--- src/rtl/if_id_stage_if.sv ---
// Fetch/decode-side signal bundle of the IF/ID stage.
// The slave view belongs to the stage; the master view is the fetch block plus decoder.
interface if_id_stage_if #(
  parameter int unsigned N  = 32,
  parameter int unsigned CW = 16
);
  logic [N-1:0]  instr_in;
  logic [N-1:0]  pc_in;
  logic          in_valid;
  logic          in_ready;
  logic          flush;
  logic [N-1:0]  instr_out;
  logic [N-1:0]  pc_out;
  logic [N-1:0]  pc_plus8_out;
  logic          out_valid;
  logic          out_ready;
  logic [CW-1:0] stall_cycles;

  modport slave (
    input  instr_in, pc_in, in_valid, flush, out_ready,
    output in_ready, instr_out, pc_out, pc_plus8_out, out_valid, stall_cycles
  );

  modport master (
    output instr_in, pc_in, in_valid, flush, out_ready,
    input  in_ready, instr_out, pc_out, pc_plus8_out, out_valid, stall_cycles
  );
endinterface

--- src/rtl/if_id_stage.sv ---
// IF/ID pipeline stage: 2-entry skid buffer between fetch and decode, with branch
// flush, PC+8 derivation and a saturating decode back-pressure counter.
module if_id_stage #(
  parameter int unsigned    N         = 32,
  parameter int unsigned    CW        = 16,
  parameter logic [N-1:0]   NOP_INSTR = 32'hE1A00000
) (
  input  logic       clk,
  input  logic       rst,
  if_id_stage_if.slave bus
);

  typedef enum logic [1:0] {
    EMPTY = 2'd0,
    ONE   = 2'd1,
    FULL  = 2'd2
  } state_t;

  state_t        state, state_nxt;
  logic [N-1:0]  main_instr, main_pc;
  logic [N-1:0]  skid_instr, skid_pc;
  logic [CW-1:0] stall_cnt;

  logic in_ready, out_valid;
  logic accept, issue;

  // in_ready depends only on state and rst, keeping input and output handshakes decoupled
  always_comb begin
    in_ready  = (state != FULL) && rst;
    out_valid = (state != EMPTY) && rst;
    accept    = bus.in_valid && in_ready && !bus.flush;
    issue     = out_valid && bus.out_ready;
  end

  always_ff @(posedge clk) begin
    if (!rst) state <= EMPTY;
    else      state <= state_nxt;
  end

  always_comb begin
    state_nxt = state;
    case (state)
      EMPTY: if (accept) state_nxt = ONE;
      ONE: begin
        if (accept && !issue)      state_nxt = FULL;
        else if (!accept && issue) state_nxt = EMPTY;
      end
      FULL:    if (issue) state_nxt = ONE;
      default: state_nxt = EMPTY;
    endcase
    if (bus.flush) state_nxt = EMPTY;
  end

  always_comb begin
    bus.in_ready     = in_ready;
    bus.out_valid    = out_valid;
    bus.instr_out    = out_valid ? main_instr : NOP_INSTR;
    bus.pc_out       = rst ? main_pc : '0;
    bus.pc_plus8_out = bus.pc_out + N'(8);
    bus.stall_cycles = stall_cnt;
  end

  // Data moves only on real transfers; flush leaves the stale words in place.
  always_ff @(posedge clk) begin
    if (!rst) begin
      main_instr <= '0;
      main_pc    <= '0;
      skid_instr <= '0;
      skid_pc    <= '0;
    end else if (!bus.flush) begin
      case (state)
        EMPTY: begin
          if (accept) begin
            main_instr <= bus.instr_in;
            main_pc    <= bus.pc_in;
          end
        end
        ONE: begin
          if (accept && issue) begin
            main_instr <= bus.instr_in;
            main_pc    <= bus.pc_in;
          end else if (accept) begin
            skid_instr <= bus.instr_in;
            skid_pc    <= bus.pc_in;
          end
        end
        FULL: begin
          if (issue) begin
            main_instr <= skid_instr;
            main_pc    <= skid_pc;
          end
        end
        default: ;
      endcase
    end
  end

  always_ff @(posedge clk) begin
    if (!rst)
      stall_cnt <= '0;
    else if (out_valid && !bus.out_ready && (stall_cnt != '1))
      stall_cnt <= stall_cnt + CW'(1);
  end

endmodule

--- src/flat_wrapper.sv ---
// flat-port wrapper written by rule: the top's interface ports become plain ports
module if_id_stage_flat 
#(
  parameter int unsigned    N         = 32,
  parameter int unsigned    CW        = 16,
  parameter logic [N-1:0]   NOP_INSTR = 32'hE1A00000
)
  (clk, rst, bus_instr_in, bus_pc_in, bus_in_valid, bus_flush, bus_out_ready, bus_in_ready, bus_instr_out, bus_pc_out, bus_pc_plus8_out, bus_out_valid, bus_stall_cycles);
  if_id_stage_if #(.N(N), .CW(CW)) bus_i ();
  input  logic clk;
  input  logic rst;
  input wire logic [$bits(bus_i.instr_in)-1:0] bus_instr_in;
  input wire logic [$bits(bus_i.pc_in)-1:0] bus_pc_in;
  input wire logic [$bits(bus_i.in_valid)-1:0] bus_in_valid;
  input wire logic [$bits(bus_i.flush)-1:0] bus_flush;
  input wire logic [$bits(bus_i.out_ready)-1:0] bus_out_ready;
  output wire logic [$bits(bus_i.in_ready)-1:0] bus_in_ready;
  output wire logic [$bits(bus_i.instr_out)-1:0] bus_instr_out;
  output wire logic [$bits(bus_i.pc_out)-1:0] bus_pc_out;
  output wire logic [$bits(bus_i.pc_plus8_out)-1:0] bus_pc_plus8_out;
  output wire logic [$bits(bus_i.out_valid)-1:0] bus_out_valid;
  output wire logic [$bits(bus_i.stall_cycles)-1:0] bus_stall_cycles;
  assign bus_i.instr_in = bus_instr_in;
  assign bus_i.pc_in = bus_pc_in;
  assign bus_i.in_valid = bus_in_valid;
  assign bus_i.flush = bus_flush;
  assign bus_i.out_ready = bus_out_ready;
  assign bus_in_ready = bus_i.in_ready;
  assign bus_instr_out = bus_i.instr_out;
  assign bus_pc_out = bus_i.pc_out;
  assign bus_pc_plus8_out = bus_i.pc_plus8_out;
  assign bus_out_valid = bus_i.out_valid;
  assign bus_stall_cycles = bus_i.stall_cycles;
  if_id_stage #(.N(N), .CW(CW), .NOP_INSTR(NOP_INSTR)) u_core (.clk(clk), .rst(rst), .bus(bus_i));
endmodule
--- config.mk ---
export PLATFORM = sky130hd
export DESIGN_NAME = if_id_stage_flat
export DESIGN_NICKNAME = d
export VERILOG_FILES = /design/src/rtl/if_id_stage_if.sv /design/src/rtl/if_id_stage.sv /design/src/flat_wrapper.sv
export SDC_FILE = /design/constraint.sdc
export NUM_CORES = 1
export LEC_CHECK = 0
export CAP_MARGIN = 20
export CORE_AREA = 2 2 119 121
export DETAILED_ROUTE_END_ITERATION = 8
export DIE_AREA = 0 0 121 123
export GPL_TIMING_DRIVEN = 0
export PLACE_DENSITY = 0.8
export SLEW_MARGIN = 5
export SYNTH_ARGS = -nofsm -noshare
export SYNTH_HDL_FRONTEND = slang
export SYNTH_SLANG_ARGS = --single-unit
export TNS_END_PERCENT = 100
--- constraint.sdc ---
create_clock -name clk -period 4 [get_ports clk]
set_clock_uncertainty 0.1 [all_clocks]
set_input_delay 0.8 -clock clk [delete_from_list [all_inputs] [get_ports clk]]
set_output_delay 0.8 -clock clk [all_outputs]
set_load 0.01 [all_outputs]
== Word level (Yosys, flattened, before mapping) ==
Index checks and enable logic that the tools add are counted.
W data, S select, Z words.
Cells by class
  add/sub/neg operators: 2
  equality and inequality tests: 8
  mux-type cells: 15
  bitwise operators: 3
  reduce and logical (&&, ||, !) cells: 21
Operator list (number)
  $mux W32: 8
  $pmux W32 S3: 2
  $add A32 B4 Y32 const B: 1
  $add A16 B1 Y16 const B: 1
  $ne A16 B16 Y1 const B: 1
  $logic_and A1 B1 Y1: 10
  $mux W2: 4
  $ne A2 B1 Y1 const B: 3
  $pmux W2 S3: 1
  $reduce_and A5 Y1: 1
  $logic_not A1 Y1: 4
  $reduce_and A4 Y1: 1
  $ne A3 B1 Y1 const B: 1
  $not A1 Y1: 3
  $reduce_and A3 Y1: 1
  $reduce_bool A3 Y1: 1
  $eq A2 B1 Y1 const B: 1
  $eq A2 B2 Y1 const B: 1
  $logic_not A2 Y1: 1
  $ne A2 B2 Y1 const B: 1
  $reduce_bool A2 Y1: 1
  $reduce_or A2 Y1: 1
Word-level totals
  register bits: 146
  output and inout bits: 114
  logic and storage cells: 55

== Logic depth before layout (Yosys ltp) ==
  word-level depth: 9
  gate-level depth with buffers: 8
  gate-level depth less buffers: 6

== Least setup slack after synthesis ==
Ideal clock, no wire load.
  kind: input -> output
  start point: input port rst
  end point: output port bus_pc_plus8_out[23]
  arrival: 2.498 ns
  setup slack: 0.602 ns
  cell stages on the path: 8
  path buffers: 2
  cell sequence: clkbuf_1 clkbuf_1 and2_1 ha_1 and2_1 nand4_1 nor3_1 xor2_1
On the way
  longest elaborated chain between the ends: 2
Ends and longest elaborated chain
  start: declaration: line flat_wrapper.sv:11  | input logic rst;
  $mux W32: line if_id_stage.sv:58  | bus.pc_out = rst ? main_pc : '0;
  named net bus_pc_out[4]: line flat_wrapper.sv:19  | output wire logic [$bits(bus_i.pc_out)-1:0] bus_pc_out;
  $add A32 B4 Y32: line if_id_stage.sv:59  | bus.pc_plus8_out = bus.pc_out + N'(8);
  end: declaration: line flat_wrapper.sv:20  | output wire logic [$bits(bus_i.pc_plus8_out)-1:0] bus_pc_plus8_out;
The timed path passes the listed nets, and every way through them passes these cells.

== Worst setup path in the final report ==
  start point: input port rst
  end point: output port bus_pc_plus8_out[21]
On the way
  longest elaborated chain between the ends: 2
Ends and longest elaborated chain (line)
  $mux W32: if_id_stage.sv:58
  $add A32 B4 Y32: if_id_stage.sv:59
Every way passes these cells.

==> results.py <==
metrics = {
    "status": {
        "status": "finished clean",
    },
    "yosys": {
        "synth_area_per_cell_um2": 8.28,
        "yosys.area.top_type": "dfxtp_1",
        "ys_types": 48,
        "yosysWarnings": 0,
        "synth_edf_count": 0,
        "syn_area_um2": 7060,
        "syn_nets": 923,
        "synth_area_leaders": "dfxtp_1, a21oi_1, mux2i_1",
        "yosysTopAreaCellShare_pct": 41.4,
        "syn_inst": 852,
        "synth_seq_cells": 146,
        "async_reset_ff_share_pct": 0,
        "synth_flop_cell": "dfxtp_1",
        "synth_seq_area_share_pct": 41.4,
    },
    "flow_run": {
        "drv_cap": 0,
    },
    "finish": {
        "n_fill_cell": 1110,
        "fin_nets": 1125,
        "layout-drive-gt1-share_pct": 5.06,
        "num_antenna_cells": 0,
        "post-route-util_pct": 71.3,
        "area_growth_pct": 37.5,
    },
    "power": {
        "power.density_nw_per_um2": 339,
        "p_comb_share_pct": 10.8,
        "total_power_mw": 3.29,
        "p_switching_uw": 785,
        "pwr-share-clk_pct": 42.8,
        "ir_worst_vdd_mv": 0.238,
        "swShare_pct": 23.9,
        "p_seq_share_pct": 46.3,
        "leakage_nw": 3.80,
        "intPower_mw": 2.50,
    },
    "cts": {
        "cts_sinks": 146,
        "cts_max_path_buffers": 2,
        "hold_buffers": 0,
        "clk_pin_slew_worst_paths_ns": 0.06,
        "cts_tree": "done",
        "cts-root-buf": "clkbuf_16",
        "clkLatencyLatePin_ns": 0.42,
        "htreeDepth": 4,
        "cts_buffers": 17,
    },
    "sta": {
        "setup_viol": 0,
        "fin_tns_setup_ns": 0,
        "setup_slack_ns": 0.0801,
        "finalCritPeriodShare_pct": 98.0,
        "slew_headroom_pct": 27.5,
        "rsz0062_at_grt": "yes",
        "fmax_mhz": 255,
        "slew_viol_final": 0,
        "min_period_ns": 3.92,
        "finalHoldViolations": 0,
        "worstMarginPinSlew_ns": 1.08,
    },
    "floorplan": {
        "dieArea_um2": 14900,
        "die_h_um": 123,
        "num_rows": 43,
        "core_um2": 13600,
        "initial_utilization_pct": 51.9,
        "io_pins": 183,
        "die_w_um": 121,
    },
    "setup_path": {
        "path_class": "in -> out",
        "critPathArrivalTime_ns": 3.02,
        "crit_required_ns": 3.10,
        "path_max_fanout": 10,
        "endpoint_kind": "output port",
        "start_kind": "input pin",
    },
    "grt": {
        "grt_pass1_wl_um": 32300,
        "grt_pass1_vias": 6520,
        "track_usage_pct": 27.5,
        "grt_max_degree": 17,
        "gr-total-overflow": 0,
        "antenna_found_initial": 0,
    },
    "route": {
        "totalWireLength_um": 20400,
        "vias_per_cell": 5.54,
        "wl_per_cell_um": 16.4,
        "drt_iter0_markers": 427,
        "drc": 0,
        "num_vias": 6909,
        "drtPass1Iterations": 5,
        "ant_nets": 0,
    },
    "placed_design": {
        "gp_congestion": 0.835,
        "hpwl_um": 14900,
        "pre_cts_ws_ns": -1.16,
        "numPortBuffers": 182,
    },
    "hold_path": {
        "hp-class": "reg -> reg",
    },
}
-- per-stage QoR --
stage	cell area, µm²	instances	hold slack (ns)
CTS	9660	1247	0.354
global route	9700	1247	0.365
floorplan	7060	852	0.336
finish	9700	1247	0.353
global placement	9100	1214	0.340
detailed placement	9100	1214	0.346
-- worst max-delay path: stages --
cell	delay [ns]
buf_4	0.14
clkbuf_8	0.18
clkbuf_8	0.18
and2_1	0.16
ha_2	0.23
and2_1	0.21
nand4_1	0.11
buf_4	0.19
nor2_1	0.12
xor2_1	0.15
clkdlybuf4s50_1	0.54
-- power by group through the flow --
| stage | clock [mW] | sequential [mW] | combinational [mW] |
|---|---|---|---|
| 2_1_floorplan | 0 | 1.54 | 0.170 |
| 3_3_place_gp | 0 | 1.55 | 0.345 |
| 3_5_place_dp | 0 | 1.55 | 0.350 |
| 4_1_cts | 1.42 | 1.52 | 0.356 |
| 5_1_grt | 1.48 | 1.53 | 0.386 |
| 6_report | 1.41 | 1.52 | 0.356 |
-- cells in the mapped netlist, drive strengths merged, types with 7 or more instances --
library cell,number
nand2,152
dfxtp,146
a21oi,139
mux2i,68
a211oi,64
and2,59
clkbuf,52
buf,21
xor2,21
nand3,14
and4,11
nand4,11
nor3,10
nand2b,9
nor2,8
or4,8
inv,7
nor4,7
o31ai,7
-- registers in the layout (all words and copies together) (netlist names) --
signal	flops
u_core.bus.stall_cycles	16
u_core.main_instr	32
u_core.main_pc	32
u_core.skid_instr	32
u_core.skid_pc	32
u_core.state	2
-- per-layer routing --
layer  share of wire [%]  wire [µm]  track usage, %
met3                 6.2       1270            4.57
met1                  43       8790            34.8
met2                  48       9870            46.7
met5                   0          0               0
met4                 2.4        489            11.7
-- repair_timing --
item | CTS | global route
gates resized for setup | 17 | 11
pin swaps | 1 | 0
setup buffers | 1 | 0
endpoints found under the setup margin | 43 | 8
-- kinds of logic after synthesis --
logic type | after synthesis | synth area share [%]
AND/OR/NAND/NOR | 306 | 21.9
buffers and inverters | 80 | 4.63
multiplexers | 68 | 9.64
XOR/XNOR | 27 | 3.35
AO/OA/AOI/OAI | 223 | 18.8
adder cells (fa/ha/maj) | 2 | 0.354
flip-flops | 146 | 41.4
-- layout by cell type, fill, tap and decap left out, drive strengths merged, types with 9 or more instances in the layout --
master and n:
nand2b 9, nand4 11, nand2 152, nand3 14, nor3 10, and2 59
clkbuf 79, mux2i 68, a21oi 139, buf 23, and4 11, clkdlybuf4s50 176
dfxtp 146, xor2 21, a211oi 64
-- final cells by class --
type / instances / area, µm² / area share [%]
Sequential cell: 146 / 2920 / 30.1
Buffer: 73 / 325 / 3.35
Clock buffer: 27 / 493 / 5.08
Tap cell: 180 / 225 / 2.32
Multi-Input combinational cell: 626 / 3840 / 39.6
Timing Repair Buffer: 183 / 1840 / 19.0
Clock inverter: 5 / 27.5 / 0.284
Inverter: 7 / 26.3 / 0.271
-- final timing paths --
check | slack, ns | start | cells after the start | endpoint
worst max-delay path | 0.08 | rst | 11 | bus_pc_plus8_out[21]
worst min-delay path | 0.35 | u_core.skid_instr[22]$_SDFFE_PN0P_ | 2 | u_core.skid_instr[22]$_SDFFE_PN0P_
worst max register to register | 1.58 | u_core.bus.stall_cycles[13]$_SDFFE_PN0P_ | 5 | u_core.bus.stall_cycles[3]$_SDFFE_PN0P_
worst min register to register | 0.35 | u_core.skid_instr[22]$_SDFFE_PN0P_ | 2 | u_core.skid_instr[22]$_SDFFE_PN0P_
No activity file was read; power rests on OpenSTA's default activity.
